**src/rtl/game_logic_timed_multi_if.sv**
```systemverilog
// Handshake-free control/display bundle between score generators, game controller and display mux.
// pause exists only when GAME_PAUSE_EN is defined.
interface game_logic_timed_multi_if #(
  parameter int NUM_CH  = 4,
  parameter int SCORE_W = 5,
  parameter int TOTAL_W = 8,
  parameter int TIMER_W = 6
);
  logic                        enable;
  logic                        clear;
  logic [NUM_CH*SCORE_W-1:0]   score_bus;
  logic                        reward_addtime;
  logic                        reward_test;
`ifdef GAME_PAUSE_EN
  logic                        pause;
`endif
  logic [15:0]                 seg_out;
  logic [15:0]                 led_out;
  logic [TIMER_W-1:0]          timer;
  logic                        gameover;
  logic [TOTAL_W-1:0]          final_score;
  logic [1:0]                  state;

  modport master (
`ifdef GAME_PAUSE_EN
    output pause,
`endif
    output enable, clear, score_bus, reward_addtime, reward_test,
    input  seg_out, led_out, timer, gameover, final_score, state
  );

  modport slave (
`ifdef GAME_PAUSE_EN
    input  pause,
`endif
    input  enable, clear, score_bus, reward_addtime, reward_test,
    output seg_out, led_out, timer, gameover, final_score, state
  );
endinterface

```
**src/rtl/game_logic_timed_multi.sv**
```systemverilog
// Countdown-survival controller: summed score (1 cycle), 1 s countdown with milestone/reward bonuses, no backpressure.
// Optional GAME_PAUSE_EN adds a pause input that freezes the countdown and defers bonus credit.
module game_logic_timed_multi #(
  parameter int NUM_CH     = 4,
  parameter int SCORE_W    = 5,
  parameter int TOTAL_W    = 8,
  parameter int TIMER_W    = 6,
  parameter int TIMER_INIT = 16,
  parameter int TIMER_MAX  = 63,
  parameter int TICK_DIV   = 100000000,
  parameter int BONUS_STEP = 5
) (
  input  logic clk,
  input  logic rst,
  game_logic_timed_multi_if.slave bus
);
  localparam int TW2   = TIMER_W + 2;
  localparam int MS_W  = TOTAL_W + 1;
  localparam int CNT_W = (TICK_DIV > 1) ? $clog2(TICK_DIV) : 1;
  localparam logic [CNT_W-1:0]   CNT_LAST = CNT_W'(TICK_DIV - 1);
  localparam logic [TIMER_W-1:0] T_INIT   = TIMER_W'(TIMER_INIT);
  localparam logic [TIMER_W-1:0] T_MAX    = TIMER_W'(TIMER_MAX);
  localparam logic [MS_W-1:0]    MS_STEP  = MS_W'(BONUS_STEP);

  typedef enum logic [1:0] {S_IDLE = 2'd0, S_RUN = 2'd1, S_OVER = 2'd2} state_t;

  state_t             r_state;
  logic [TIMER_W-1:0] r_timer;
  logic [CNT_W-1:0]   r_cnt;
  logic [TOTAL_W-1:0] r_total;
  logic [MS_W-1:0]    r_next_ms;
  logic               r_gameover;
  logic [TOTAL_W-1:0] r_final;
  logic [15:0]        r_seg;
  logic [15:0]        r_led;
  logic               r_rew_prev;

  logic [TOTAL_W-1:0] w_sum;
  logic               w_rew;
  logic               w_rw;
  logic               w_bonus;
  logic               w_tick;
  logic               w_pause;
  logic [TIMER_W-1:0] w_pend;
  logic [TW2-1:0]     w_tnext_raw;
  logic [TIMER_W-1:0] w_tnext;

  always_comb begin
    w_sum = '0;
    for (int i = 0; i < NUM_CH; i++)
      w_sum = w_sum + TOTAL_W'(bus.score_bus[i*SCORE_W +: SCORE_W]);
  end

  assign w_rew   = bus.reward_addtime | bus.reward_test;
  assign w_rw    = w_rew & ~r_rew_prev;
  // next_ms only advances past the score once, so a dip and re-rise never re-grants
  assign w_bonus = (r_state == S_RUN) && ({1'b0, r_total} >= r_next_ms);
  assign w_tick  = (r_cnt == CNT_LAST);

  assign w_tnext_raw = TW2'(r_timer) + TW2'(w_bonus) + TW2'(w_rw) + TW2'(w_pend) - TW2'(w_tick);

  always_comb begin
    if (w_tnext_raw[TW2-1])
      w_tnext = '0;
    else if (w_tnext_raw > TW2'(TIMER_MAX))
      w_tnext = T_MAX;
    else
      w_tnext = w_tnext_raw[TIMER_W-1:0];
  end

`ifdef GAME_PAUSE_EN
  logic [TIMER_W-1:0] r_pend;
  logic [TW2-1:0]     w_pend_sum;

  assign w_pause    = bus.pause;
  assign w_pend     = r_pend;
  assign w_pend_sum = TW2'(r_pend) + TW2'(w_bonus) + TW2'(w_rw);

  // credit earned while paused is banked here and consumed on the first unpaused cycle
  always_ff @(posedge clk or posedge rst) begin
    if (rst)
      r_pend <= '0;
    else if (r_state == S_RUN && bus.enable && w_pause)
      r_pend <= (w_pend_sum > TW2'(TIMER_MAX)) ? T_MAX : w_pend_sum[TIMER_W-1:0];
    else
      r_pend <= '0;
  end
`else
  assign w_pause = 1'b0;
  assign w_pend  = '0;
`endif

  always_ff @(posedge clk or posedge rst) begin
    if (rst) begin
      r_state    <= S_IDLE;
      r_timer    <= T_INIT;
      r_cnt      <= '0;
      r_total    <= '0;
      r_next_ms  <= MS_STEP;
      r_gameover <= 1'b0;
      r_final    <= '0;
      r_seg      <= '0;
      r_led      <= '0;
      r_rew_prev <= 1'b0;
    end else begin
      r_rew_prev <= w_rew;
      r_led      <= 16'(r_timer);
      if (r_state == S_IDLE && bus.clear) begin
        r_total <= '0;
        r_seg   <= '0;
      end else begin
        r_total <= w_sum;
        r_seg   <= 16'(r_total);
      end

      case (r_state)
        S_IDLE: begin
          r_timer    <= T_INIT;
          r_cnt      <= '0;
          r_next_ms  <= MS_STEP;
          r_gameover <= 1'b0;
          if (bus.clear)
            r_final <= '0;
          if (bus.enable)
            r_state <= S_RUN;
        end
        S_RUN: begin
          if (!bus.enable) begin
            r_state <= S_IDLE;
            r_timer <= T_INIT;
            r_cnt   <= '0;
          end else begin
            if (w_bonus)
              r_next_ms <= r_next_ms + MS_STEP;
            if (!w_pause) begin
              r_cnt <= w_tick ? '0 : r_cnt + 1'b1;
              if (w_tnext == '0) begin
                r_state    <= S_OVER;
                r_timer    <= '0;
                r_final    <= r_total;
                r_gameover <= 1'b1;
              end else begin
                r_timer <= w_tnext;
              end
            end
          end
        end
        S_OVER: begin
          if (!bus.enable) begin
            r_state    <= S_IDLE;
            r_gameover <= 1'b0;
            r_timer    <= T_INIT;
          end
        end
        default: r_state <= S_IDLE;
      endcase
    end
  end

  assign bus.seg_out     = r_seg;
  assign bus.led_out     = r_led;
  assign bus.timer       = r_timer;
  assign bus.gameover    = r_gameover;
  assign bus.final_score = r_final;
  assign bus.state       = r_state;
endmodule
```
**src/flat_wrapper.sv**
```systemverilog
// flat-port wrapper written by rule: the top's interface ports become plain ports
module game_logic_timed_multi_flat 
#(
  parameter int NUM_CH     = 4,
  parameter int SCORE_W    = 5,
  parameter int TOTAL_W    = 8,
  parameter int TIMER_W    = 6,
  parameter int TIMER_INIT = 16,
  parameter int TIMER_MAX  = 63,
  parameter int TICK_DIV   = 100000000,
  parameter int BONUS_STEP = 5
)
  (clk, rst, bus_enable, bus_clear, bus_score_bus, bus_reward_addtime, bus_reward_test, bus_seg_out, bus_led_out, bus_timer, bus_gameover, bus_final_score, bus_state);
  game_logic_timed_multi_if #(.NUM_CH(NUM_CH), .SCORE_W(SCORE_W), .TOTAL_W(TOTAL_W), .TIMER_W(TIMER_W)) bus_i ();
  input  logic clk;
  input  logic rst;
  input wire logic [$bits(bus_i.enable)-1:0] bus_enable;
  input wire logic [$bits(bus_i.clear)-1:0] bus_clear;
  input wire logic [$bits(bus_i.score_bus)-1:0] bus_score_bus;
  input wire logic [$bits(bus_i.reward_addtime)-1:0] bus_reward_addtime;
  input wire logic [$bits(bus_i.reward_test)-1:0] bus_reward_test;
  output wire logic [$bits(bus_i.seg_out)-1:0] bus_seg_out;
  output wire logic [$bits(bus_i.led_out)-1:0] bus_led_out;
  output wire logic [$bits(bus_i.timer)-1:0] bus_timer;
  output wire logic [$bits(bus_i.gameover)-1:0] bus_gameover;
  output wire logic [$bits(bus_i.final_score)-1:0] bus_final_score;
  output wire logic [$bits(bus_i.state)-1:0] bus_state;
  assign bus_i.enable = bus_enable;
  assign bus_i.clear = bus_clear;
  assign bus_i.score_bus = bus_score_bus;
  assign bus_i.reward_addtime = bus_reward_addtime;
  assign bus_i.reward_test = bus_reward_test;
  assign bus_seg_out = bus_i.seg_out;
  assign bus_led_out = bus_i.led_out;
  assign bus_timer = bus_i.timer;
  assign bus_gameover = bus_i.gameover;
  assign bus_final_score = bus_i.final_score;
  assign bus_state = bus_i.state;
  game_logic_timed_multi #(.NUM_CH(NUM_CH), .SCORE_W(SCORE_W), .TOTAL_W(TOTAL_W), .TIMER_W(TIMER_W), .TIMER_INIT(TIMER_INIT), .TIMER_MAX(TIMER_MAX), .TICK_DIV(TICK_DIV), .BONUS_STEP(BONUS_STEP)) u_core (.clk(clk), .rst(rst), .bus(bus_i));
endmodule
```
**config.mk**
```make
export PLATFORM = sky130hd
export DESIGN_NAME = game_logic_timed_multi_flat
export DESIGN_NICKNAME = d
export VERILOG_FILES = /design/src/rtl/game_logic_timed_multi_if.sv /design/src/rtl/game_logic_timed_multi.sv /design/src/flat_wrapper.sv
export SDC_FILE = /design/constraint.sdc
export NUM_CORES = 1
export LEC_CHECK = 0
export CAP_MARGIN = 25
export CELL_PAD_IN_SITES_DETAIL_PLACEMENT = 1
export CELL_PAD_IN_SITES_GLOBAL_PLACEMENT = 2
export CORE_UTILIZATION = 33
export CTS_CLUSTER_DIAMETER = 100
export DETAILED_ROUTE_END_ITERATION = 6
export PLACE_DENSITY = 0.88
export SLEW_MARGIN = 20
export SYNTH_ARGS = -nofsm -noshare
export SYNTH_HDL_FRONTEND = slang
export SYNTH_SLANG_ARGS = --single-unit
```
**constraint.sdc**
```tcl
create_clock -name clk -period 5.8 [get_ports clk]
set_input_delay 0.87 -clock clk [delete_from_list [all_inputs] [get_ports clk]]
set_output_delay 0.87 -clock clk [all_outputs]
set_load 0.005 [all_outputs]
```
# [Yosys cells after proc, flatten, opt, wreduce, memory -nomap -nowiden]
# Cells that the tools add are included.
[word_totals] rom_bits=0 word_cells=71 ff_bits=76 mem_count=0 in_bits=26 output_inout_bits=49 mem_bits_rw=0 latch_bits=0
[classes] n_eq_ne=10 addsub=8 n_shift=0 order_cmp=2 bitwise_logic=3 div_mod_pow=0 reduce_logical=11 n_mux=27 n_mul=0
[op_table] operator="27-bit 2-to-1 mux" n=2
[op_table] operator="27-bit case mux with 2 select lines" n=1
[op_table] operator="8-bit 2-to-1 mux" n=5
[op_table] operator="6-bit 2-to-1 mux" n=5
[op_table] operator="27-bit by 1-bit adder with 27-bit output, second input constant" n=1
[op_table] operator="27-bit equality test, second input constant" n=1
[op_table] operator="9-bit 2-to-1 mux" n=2
[op_table] operator="6-bit case mux with 3 select lines" n=1
[op_table] operator="9-bit case mux with 2 select lines" n=1
[op_table] operator="8-bit by 5-bit adder with 8-bit output" n=2
[op_table] operator="8-bit case mux with 2 select lines" n=1
[op_table] operator="2-bit inequality test, second input constant" n=5
[op_table] operator="9-bit by 3-bit adder with 9-bit output, second input constant" n=1
[op_table] operator="8-bit by 9-bit greater-or-equal comparator with 1-bit output" n=1
[op_table] operator="8-bit by 1-bit adder with 8-bit output" n=1
[op_table] operator="8-bit by 6-bit > comparator with 1-bit output, second input constant" n=1
[op_table] operator="2-bit 2-to-1 mux" n=4
[op_table] operator="4-bit AND reduction" n=2
[op_table] operator="8-bit by 1-bit subtractor with 8-bit output" n=1
[op_table] operator="6-bit by 1-bit adder with 7-bit output" n=1
[op_table] operator="5-bit by 5-bit adder with 6-bit output" n=1
[op_table] operator="6-bit logical NOT" n=1
[op_table] operator="2-bit case mux with 3 select lines" n=1
[op_table] operator="3-bit AND reduction" n=2
[op_table] operator="14 further kinds" n=17

# [Logic depth before layout (Yosys ltp)]
[depth] word_depth=12 depth_mapped=22

# [Worst setup path after synthesis]
# No wires, ideal clock.
[synth_timing] kind="reg2reg" startpoint="register u_core.r_next_ms[0]" endpoint="register u_core.r_final[1] (netlist: u_core.bus.final_score[1])" setup_ns=0.125 n_path_buf=1 t_arrival_ns=4.467 path_stages_with_launch=22 setup_slack_ns=1.208 path_cell_list="dfstp_2 -> ha_1 -> nand2b_1 -> a21o_1 -> a21oi_1 -> o21a_1 -> nand2b_1 -> nor2_1 -> ha_1 -> ha_1 -> xor2_1 -> inv_1 -> ha_1 -> o21ai_0 -> nor2_1 -> or4b_1 -> nand3_1 -> xor2_1 -> or4b_4 -> a21o_1 -> buf_6 -> mux2_4"
[synth_via] elab_chain_len=11
[synth_rtl] item="from (decl)" line="game_logic_timed_multi.sv:31" source="logic [MS_W-1:0] r_next_ms;"
[synth_rtl] item="from (signal assigned)" line="game_logic_timed_multi.sv:134" source="r_next_ms <= r_next_ms + MS_STEP;"
[synth_rtl] item="8-bit by 9-bit greater-or-equal comparator with 1-bit output (*)" line="game_logic_timed_multi.sv:57" source="assign w_bonus = (r_state == S_RUN) && ({1'b0, r_total} >= r_next_ms);"
[synth_rtl] item="1-bit logical AND (*)" line="game_logic_timed_multi.sv:57"
[synth_rtl] item="6-bit by 1-bit adder with 7-bit output (*)" line="game_logic_timed_multi.sv:60" source="assign w_tnext_raw = TW2'(r_timer) + TW2'(w_bonus) + TW2'(w_rw) + TW2'(w_pend) - TW2'(w_tick);"
[synth_rtl] item="8-bit by 1-bit adder with 8-bit output (*)" line="game_logic_timed_multi.sv:60"
[synth_rtl] item="8-bit by 1-bit subtractor with 8-bit output (*)" line="game_logic_timed_multi.sv:60"
[synth_rtl] item="8-bit by 6-bit > comparator with 1-bit output" line="game_logic_timed_multi.sv:65" source="else if (w_tnext_raw > TW2'(TIMER_MAX))"
[synth_rtl] item="6-bit 2-to-1 mux" line="game_logic_timed_multi.sv:65"
[synth_rtl] item="6-bit 2-to-1 mux (*)" line="game_logic_timed_multi.sv:63" source="if (w_tnext_raw[TW2-1])"
[synth_rtl] item="6-bit logical NOT (*)" line="game_logic_timed_multi.sv:137" source="if (w_tnext == '0) begin"
[synth_rtl] item="2-bit inequality test (no source line) (*)"
[synth_rtl] item="4-bit AND reduction (no source line) (*)"
[synth_rtl] item="to (signal assigned)" line="game_logic_timed_multi.sv:140" source="r_final <= r_total;"
[synth_rtl] item="to (decl)" line="game_logic_timed_multi.sv:33" source="logic [TOTAL_W-1:0] r_final;"
# Every way passes the cells marked *; elsewhere a longest branch is shown, timed or not.
# A chain may end at the register's enable or synchronous reset.

# [Final worst setup path]
[layout_timing] startpoint="register u_core.r_next_ms[0]" endpoint="register u_core.r_final[3] (netlist: u_core.bus.final_score[3])"
# The elaborated chain is that of the path after synthesis.

==> flow_summary.yaml <==
floorplanning:
  pin_count: 75
  fp.dieArea_mm2: 0.0141
  core_mm2: 0.0132
  die_y_um: 119
  fp.dieW_um: 119
  start_util_pct: 33.9
  placementRows: 42
logic_synthesis:
  yosysWarnings: 0
  synthArstFlopShare_pct: 100
  syn-cell-area_mm2: 0.00449
  synthDistinctLibCells: 51
  syn_area_per_cell_um2: 9.60
  ys_seq_area_share_pct: 40.7
  synth_edf_count: 0
  synth-main-ff-cell: "dfrtp_1"
  ys_ff_latch: 73
  synthCells: 468
critical_path:
  start_kind: "flip-flop"
  r2r_start: "u_core.r_next_ms[0]$_DFFE_PP1P_"
  path_class: "flip-flop to flip-flop"
  end_kind: "flip-flop"
  cp_max_fo: 7
  worstReg2RegEnd: "u_core.bus.final_score[3]$_DFFE_PP0P_"
  rr_worst_depth: 20
  worst_ep_arrival_time_ps: 5290
  crit_required_ps: 6020
  r2r_setup_slack_ps: 730
cells_and_area:
  final_cell_mix: "dfrtp_1, clkdlybuf4s50_1, nor2_1"
  area_growth_pct: 22.0
  stdcell_count: 707
  diodes: 0
  final_area_mm2: 0.00548
  layout-drive-gt1-share_pct: 8.29
  fin_nets: 589
  final_common_cell: "dfrtp_1"
min_path:
  holdPathStages: 0
  min_from: "u_core.bus.timer[0]$_DFFE_PP0P_"
  worstHoldPathType: "flip-flop to flip-flop"
  hold_path_end: "u_core.bus.led_out[0]$_DFF_PP0_"
clocking:
  cts_inserted_buffers: 9
  clockBufferDepth: 2
  cts-hold-fix-buffers: 0
  clk_pin_slew_ps: 60
  cts.repair.resized: 0
  clock_sinks: 73
  post_cts_buffers: 0
  insertion_delay_ps: 340
  cts_tree: "yes"
  clockRootBuffer: "clkbuf_16"
  htreeDepth: 3
route:
  drtAntennaViolNets: 0
  viasPerCell: 4.79
  dr.pass1.iters: 4
  routed-wl-met3_um: 275
  dr.first_iter.drc_count: 106
  drt-met1-wl_mm: 4.49
  vias: 3388
  routed-wl-met2_mm: 5.34
  top_layer_used: "met4"
  wire_per_inst_um: 14.4
  drcViolationCount: 0
  wl_mm: 10.2
timing:
  setup_ws_ps: 729
  period_needed_ps: 5070
  clock.fmax_mhz: 197
  maxSlewHeadroom_pct: 34.2
  rsz0062_at_grt: "no"
  maxSlewViolCount: 0
  hold_viol: 0
  fin_crit_sh_pct: 87.4
  worst_pin_slew_ps: 978
  setup-violations-final: 0
  final.setup_skew_ps: 6.24
  holdWs_ps: 439
  fin_tns_setup_ps: 0
power_and_ir_drop:
  clkPwrFrac_pct: 25.2
  leakage_nw: 2.54
  peakVddDrop_v: 0.000197
  seqPwrFrac_pct: 30.8
  switchingPower_w: 0.000843
  power_frac_comb_pct: 44.0
  intPower_w: 0.00152
  p_per_area_mw_per_mm2: 431
  p_sw_share_pct: 35.7
placed_design:
  gp_congestion: 0.840
  preCtsSetupSlack_ps: 751
  io_buffers: 54
  dp.cells: 691
  dp_hpwl_mm: 7.84
  placed_area_mm2: 0.00515
grt:
  grt_use_total_pct: 15.7
  grt_start_max_net_pins: 49
  grt_remaining_overflow: 0
  grt_pass1_vias: 3652
  antenna_found_initial: 0
  grt_pass1_wl_mm: 17.6
run:
  max_cap_violations: 0
outcome:
  status: "finished clean"
==> Yosys cell counts (3+ instances only) <==
library cell | n | area (um2)
o31ai_1 | 4 | 30.0
a211oi_1 | 4 | 30.0
and3_1 | 7 | 43.8
xor2_1 | 17 | 149
nand2b_1 | 10 | 62.6
nor2_1 | 50 | 188
mux2_4 | 6 | 90.1
buf_4 | 20 | 150
a21oi_1 | 18 | 90.1
nor3b_1 | 3 | 22.5
a22o_1 | 6 | 52.6
xnor2_1 | 16 | 140
o21a_1 | 3 | 22.5
or2_2 | 7 | 43.8
nand3_1 | 18 | 90.1
nand2_1 | 29 | 109
fa_1 | 8 | 160
dfstp_2 | 3 | 78.8
nor3_1 | 10 | 50.1
and2_1 | 3 | 18.8
dfrtp_1 | 70 | 1750
clkbuf_1 | 7 | 26.3
o21ai_0 | 17 | 85.1
ha_1 | 29 | 363
nand4_1 | 4 | 25.0
nor2b_1 | 19 | 119
inv_1 | 41 | 154
a21o_1 | 10 | 75.1
==> cell type report <==
| type | instances | area [um2] |
|---|---|---|
| tap | 176 | 220 |
| inverter | 41 | 155 |
| fill | 1558 | 7760 |
| timing repair buffer | 57 | 567 |
| clock buffer | 13 | 280 |
| multi-input combinational | 344 | 2380 |
| clock inverter | 3 | 46.3 |
| sequential | 73 | 1830 |
==> registers in the layout, indices dropped and copies added (netlist names) <==
register and cells:
u_core.bus.final_score 7, u_core.bus.led_out 6, u_core.r_total 7, u_core.r_cnt 27
u_core.bus.state 2, u_core.bus.gameover 1, u_core.bus.seg_out 7, u_core.r_rew_prev 1
u_core.bus.timer 6, u_core.r_next_ms 9
==> metal layers <==
metal	global-route usage [%]	up-vias
met5	0	-
met4	4.43	0
met3	3.52	10
met2	28.5	47
met1	18.5	1682
li1	-	1649
==> critical path: stages, from the launching register on <==
cell	delay [ps]
dfstp_2	570
ha_1	240
nand2b_1	140
a21o_1	170
a21oi_1	140
o21a_1	220
nand2b_1	150
nor2_1	50
ha_1	220
ha_1	220
xor2_1	200
inv_1	80
ha_1	350
o21ai_0	100
nor2_1	160
or4b_1	480
nand2_1	110
a211oi_1	70
a211oi_1	470
a21o_1	450
mux2_4	340
==> power groups by stage <==
stage	clock network, W	logic, W	registers (W)
final	0.000595	0.00104	0.000727
after global routing	0.000629	0.00116	0.000745
after CTS	0.000614	0.00105	0.000732
after detailed placement	0	0.00104	0.000739
after global placement	0	0.000994	0.000734
after floorplan	0	0.000712	0.000708
==> how the worst max path moves through the flow <==
stage | from | to | slack (ps)
final | u_core.r_next_ms[0]$_DFFE_PP1P_ | u_core.bus.final_score[3]$_DFFE_PP0P_ | 730
after global routing | u_core.r_next_ms[0]$_DFFE_PP1P_ | u_core.bus.final_score[3]$_DFFE_PP0P_ | 410
after CTS | u_core.r_next_ms[0]$_DFFE_PP1P_ | u_core.bus.final_score[6]$_DFFE_PP0P_ | 740
after detailed placement | u_core.r_next_ms[0]$_DFFE_PP1P_ | u_core.bus.final_score[6]$_DFFE_PP0P_ | 750
after global placement | u_core.r_next_ms[0]$_DFFE_PP1P_ | u_core.bus.final_score[3]$_DFFE_PP0P_ | 940
after floorplan | u_core.r_next_ms[0]$_DFFE_PP1P_ | u_core.bus.final_score[1]$_DFFE_PP0P_ | 1210
==> stage by stage <==
stage	utilization, %	power (W)
detailed placement	38.9	0.00178
CTS	41.4	0.00239
finish	41.4	0.00236
global route	41.4	0.00253
global placement	38.8	0.00173
floorplan	-	0.00142
==> kinds of logic after synthesis <==
kind of cell	synth area share, %
flip-flops	40.7
AO/OA/AOI/OAI	10.6
multiplexers	2.45
adder cells (fa/ha/maj)	11.6
XOR/XNOR	6.79
buffers and inverters	7.85
AND/OR/NAND/NOR	19.8
other	0.0835
Note: power is estimated with default switching activity, not from simulation.
